<file path="src/rtl/feistel_cipher_core.sv">
// Iterative 64-bit Feistel cipher (encrypt/decrypt), ROUNDS_PER_CYC rounds per clock, NR rounds total.
// Optional input/output key whitening is enabled by defining FEISTEL_KEY_WHITEN_EN (adds port in_wkey).
module feistel_cipher_core #(
   parameter int NR             = 8,
   parameter int ROUNDS_PER_CYC = 1
) (
   input  logic              clk,
   input  logic              rst_n,
   input  logic              in_valid,
   output logic              in_ready,
   input  logic [63:0]       in_data,
   input  logic [16*NR-1:0]  in_key,
   input  logic              in_dec,
`ifdef FEISTEL_KEY_WHITEN_EN
   input  logic [63:0]       in_wkey,
`endif
   output logic              out_valid,
   input  logic              out_ready,
   output logic [63:0]       out_data
);

   localparam int C  = (ROUNDS_PER_CYC > 0) ? NR / ROUNDS_PER_CYC : 1;
   localparam int CW = (C > 1) ? $clog2(C) : 1;

   generate
      if (NR < 1 || ROUNDS_PER_CYC < 1 || (NR % ROUNDS_PER_CYC) != 0) begin : g_bad_cfg
         $error("feistel_cipher_core: ROUNDS_PER_CYC must divide NR (NR >= 1)");
      end
   endgenerate

   // Handshake: a transfer happens on any rising edge where valid and ready are both high.
   typedef enum logic [1:0] {IDLE, RUN, DONE} state_t;

   state_t               state_q, state_d;
   logic [CW-1:0]        cnt_q;
   logic [31:0]          l_q, r_q, l_n, r_n;
   logic [16*NR-1:0]     key_q, key_rev;
   logic [63:0]          load_blk, result;
   logic                 accept, last;

   function automatic logic [7:0] rol2(input logic [7:0] x);
      return {x[5:0], x[7:6]};
   endfunction

   function automatic logic [31:0] f_func(input logic [31:0] r, input logic [15:0] k);
      logic [7:0] f1, f2, g0, g1, g2, g3;
      f1 = r[31:24] ^ r[23:16] ^ k[15:8];
      f2 = r[15:8] ^ r[7:0] ^ k[7:0];
      g1 = rol2(f1 + f2 + 8'd1);
      g2 = rol2(g1 + f2);
      g0 = rol2(g1 + r[31:24]);
      g3 = rol2(g2 + r[7:0] + 8'd1);
      return {g0, g1, g2, g3};
   endfunction

   assign accept = (state_q == IDLE) && in_ready && in_valid;
   assign last   = (cnt_q == CW'(C - 1));

   // Decrypt runs the same datapath with the round keys pre-reversed at accept.
   always_comb begin
      key_rev = '0;
      for (int i = 0; i < NR; i++) begin
         key_rev[16*i +: 16] = in_key[16*(NR-1-i) +: 16];
      end
   end

   always_comb begin
      logic [31:0] l, r, t;
      l = l_q;
      r = r_q;
      t = '0;
      for (int i = 0; i < ROUNDS_PER_CYC; i++) begin
         t = l ^ f_func(r, key_q[16*i +: 16]);
         l = r;
         r = t;
      end
      l_n = l;
      r_n = r;
   end

`ifdef FEISTEL_KEY_WHITEN_EN
   logic [63:0] wkey_q;
   assign load_blk = in_data ^ in_wkey;
   assign result   = {r_n, l_n} ^ wkey_q;

   always_ff @(posedge clk or negedge rst_n) begin
      if (!rst_n)      wkey_q <= '0;
      else if (accept) wkey_q <= in_wkey;
   end
`else
   assign load_blk = in_data;
   assign result   = {r_n, l_n};
`endif

   always_ff @(posedge clk or negedge rst_n) begin
      if (!rst_n) state_q <= IDLE;
      else        state_q <= state_d;
   end

   always_comb begin
      state_d = state_q;
      case (state_q)
         IDLE:    if (accept)    state_d = RUN;
         RUN:     if (last)      state_d = DONE;
         DONE:    if (out_ready) state_d = IDLE;
         default:                state_d = IDLE;
      endcase
   end

   always_ff @(posedge clk or negedge rst_n) begin
      if (!rst_n) begin
         in_ready  <= 1'b0;
         out_valid <= 1'b0;
         out_data  <= '0;
         cnt_q     <= '0;
         l_q       <= '0;
         r_q       <= '0;
         key_q     <= '0;
      end else begin
         in_ready <= (state_d == IDLE);
         if (accept) begin
            l_q   <= load_blk[63:32];
            r_q   <= load_blk[31:0];
            key_q <= in_dec ? key_rev : in_key;
            cnt_q <= '0;
         end else if (state_q == RUN) begin
            l_q   <= l_n;
            r_q   <= r_n;
            key_q <= key_q >> (16 * ROUNDS_PER_CYC);
            cnt_q <= cnt_q + CW'(1);
            if (last) begin
               out_valid <= 1'b1;
               out_data  <= result;
            end
         end else if (state_q == DONE && out_ready) begin
            out_valid <= 1'b0;
         end
      end
   end

endmodule

</file>
<file path="config.mk">
export PLATFORM = sky130hd
export DESIGN_NAME = feistel_cipher_core
export DESIGN_NICKNAME = d
export VERILOG_FILES = /design/src/rtl/feistel_cipher_core.sv
export SDC_FILE = /design/constraint.sdc
export NUM_CORES = 1
export LEC_CHECK = 0
export CAP_MARGIN = 0
export CORE_MARGIN = 3
export CORE_UTILIZATION = 53
export DETAILED_ROUTE_END_ITERATION = 8
export PLACE_DENSITY = 0.89
export SLEW_MARGIN = 10
export SYNTH_ARGS = -nofsm -noshare
export SYNTH_HDL_FRONTEND = slang
export SYNTH_SLANG_ARGS = --single-unit
</file>
<file path="constraint.sdc">
create_clock -name clk -period 5.9 [get_ports clk]
set_clock_uncertainty 0.2 [all_clocks]
set_input_delay 1.18 -clock clk [delete_from_list [all_inputs] [get_ports clk]]
set_output_delay 1.18 -clock clk [all_outputs]
set_load 0.02 [all_outputs]
</file>
==> run metrics <==
status complete, no violations; area leader, netlist dfrtp_1; Root Buffer clkbuf_16; Final Cycle Share between 90% and 100%; Rows 58; Total Routed Length about 39,000 um; DRT iter0 DRCs 1,220; end of the worst hold path out_data[46]; crit path from l_n[3]; RSZ-0062 raised after global routing false; layout cells sized above 1 approximately 5.4%; Final Hold Vio Count 0; Post-synth EDFFs 0; nets ~1,800; Fin Setup TNS 0 ns; Critical Path Sink Type flop; Cells after Synth 1,332; first-pass GRT wire length 62,400 um; Synth-to-Final Area Change 28.6%; gr usage total between 20% and 30%; ant diodes 0; hold_sp out_data[46]; CTS H-tree lvls 1; total grt overflow 0; Die X-Extent 167 um; Bufs on Longest Clock Path 3; CTS tree built; Core ar. about 25,000 um^2; Most Crowded Layer GR met2; CP required 6.16 ns; cells taking the most area after synthesis dfrtp_1 (48%), mux2i_1 (6.3%), a221o_1 (5.4%); grt met3 use roughly 4.9%; f_max roughly 0.18 GHz; vias in the first global route approximately 11,000; latest clock arrival within the worst-skew pair approximately 0.54 ns; Tightest Hold Check Type flop to flop; Core Util, Final a little over two thirds; Seq/Total Area, Yosys approximately 48%; hold buffers post-CTS 0; met2 usage 44.1%; CP Class flop to flop; Slew headroom around 30%; Yosys top cell area share between 40% and 50%; asr flop ratio synth between 90% and 100%; DR vias/cell around 6.0; largest net degree at the start of global routing about 140; Clock transition at path regs approximately 0.060 ns; RePlAce Congestion roughly 0.89; worst-path fanout max 5; met1 usage around two fifths; first-pass detailed-route iteration total 5; initial antenna violation count 0; post-synthesis area per instance 10.3 um^2; number of synthesized register bits about 260; DP Wirelength between 20,000 and 30,000 um; TritonCTS Buffers 28; R2R depth 22; Final ANT Viol Nets 0; Max-Cap Viols 0; Die Span Y around 170 um; Starting Density 54.1%; R2R Setup Slk around 0.32 ns; Arr. time, crit path between 5 and 6 ns; CP Launch Type flop; count of final max-slew check failures 0; synth unique cells 49; I/O Buffers ~260; vias roughly 11,000; min Tclk post-route ~5.6 ns; Warnings, synthesis 0; residual DRC count 0; Most used DFF post-synth dfrtp_1; synthesized net count 1,563; die area 27,700 um^2; Hold Crit Depth 2; worst slew pin tran approximately 1.1 ns; Post-Syn Area between 10,000 and 15,000 um^2; reg2reg end l_n[0]; post-DR wirelength/cell between 20 and 25 um; Synth top cells by count dfrtp_1 (263), nand2_1 (194), nor2_1 (90); Setup-failing EPs final 0; I/O pins 263; reg-to-reg startpoint l_n[3]; most frequent cell after synthesis dfrtp_1; CTS Sinks roughly 260
[cell usage in the layout, fill, tap and decap left out, types with 3 or more instances in the layout]
cell type        synthesis  routed
a211oi_1                42      42
a21o_1                   6       6
a21oi_1                 15      14
a221o_1                 74      74
a22oi_1                 54      54
a31oi_1                 42      42
buf_12                   0       4
buf_4                    0      11
bufinv_16                0       5
clkbuf_1                61       5
clkbuf_16                0      29
clkdlybuf4s50_1          0     260
clkinv_2                 0       4
clkinvlp_4               0       4
dfrtp_1                263     262
fa_1                     4       4
ha_1                    30      28
inv_1                   18      18
mux2_1                  34      34
mux2i_1                 86      86
nand2_1                194     192
nand2b_1                 3       3
nand3_1                 25      23
nor2_1                  90      89
nor2b_1                 48      47
o211ai_1                 3       3
o21a_1                   4       4
o21ai_0                 24      24
o21ai_1                 50      50
o21bai_1                 3       3
o22ai_1                  4       4
o31ai_1                  3       3
or4_1                    4       4
xnor2_1                 69      66
xnor2_2                  1       4
xnor3_1                  3       3
xor2_1                  15      14
[worst max-delay path, cell delays in order, from the launching register on]
cell      delay (ns)
dfrtp_1         0.46
xnor2_1         0.30
xnor2_1         0.22
ha_1            0.34
o211ai_2        0.09
a21oi_2         0.06
a211oi_4        0.32
o21ai_1         0.20
xnor2_1         0.28
inv_1           0.10
fa_1            0.44
nor2b_1         0.14
o21ai_1         0.15
a21o_1          0.24
a311oi_4        0.36
ha_2            0.25
fa_1            0.22
nor2b_1         0.06
o21ai_1         0.15
a21boi_1        0.09
o21a_1          0.21
or4_1           0.50
nand3_1         0.11
[state kept, by name (all words and copies together) (netlist names)]
| register | cells |
|---|---|
| out_data | 64 |
| out_valid | 1 |
| in_ready | 1 |
| key_q | 128 |
| state_q | 2 |
| cnt_q | 3 |
| l_n | 32 |
| l_q | 32 |
[cells by family after synthesis]
family | share of synthesized area (%)
buffers and inverters | 3.47
DFF | 48.2
xor gates and xnor gates | 6.17
adders and majority gates | 3.33
and+or+nand+nor | 11.6
AOI/OAI and AO/OA | 18.1
muxes | 9.10
[routing by layer]
| metal | share of wire, % | vias up |
|---|---|---|
| li1 | - | 5228 |
| met1 | 42 | 5540 |
| met2 | 47 | 562 |
| met3 | 8.0 | 73 |
| met4 | 2.9 | 0 |
| met5 | 0 | - |
[worst max-delay path by stage]
stage / end / slack (ns) / cells after the start
after floorplan: l_n[0] / 0.82 / 24
after global placement: l_n[0] / 0.45 / 24
final: l_n[0] / 0.32 / 22
after global routing: l_n[0] / 0.03 / 22
after CTS: l_n[0] / 0.10 / 24
after detailed placement: l_n[0] / 0.17 / 24
[through the flow]
| stage | instances | setup slack [ns] | hold slack [ns] | instance area [um^2] |
|---|---|---|---|---|
| 2_1_floorplan | 1332 | 0.824 | 0.248 | 13700 |
| 3_3_place_gp | 1840 | 0.451 | 0.268 | 16500 |
| 3_5_place_dp | 1840 | 0.172 | 0.275 | 16500 |
| 4_1_cts | 1891 | 0.101 | 0.289 | 17500 |
| 5_1_grt | 1892 | 0.0283 | 0.305 | 17600 |
| 6_report | 1892 | 0.319 | 0.285 | 17600 |
[layout make-up]
| class | count | area [um^2] |
|---|---|---|
| fillers | 1836 | 7680 |
| inverters | 19 | 71.3 |
| clock inverters | 15 | 218 |
| well taps | 330 | 413 |
| multi-input cells | 952 | 6730 |
| flip-flops and latches | 263 | 6580 |
| repair buffers | 277 | 2790 |
| clock buffers | 36 | 772 |
[repair_timing]
| action | 4_1_cts | 5_1_grt |
|---|---|---|
| buffers inserted | 0 | 1 |
| gates resized for setup | 0 | 13 |
| setup endpoints to repair | 0 | 5 |
Power is left out: the tool's default activity adds up to more than one toggle a clock period on the data nets, which glitch-free logic cannot reach.
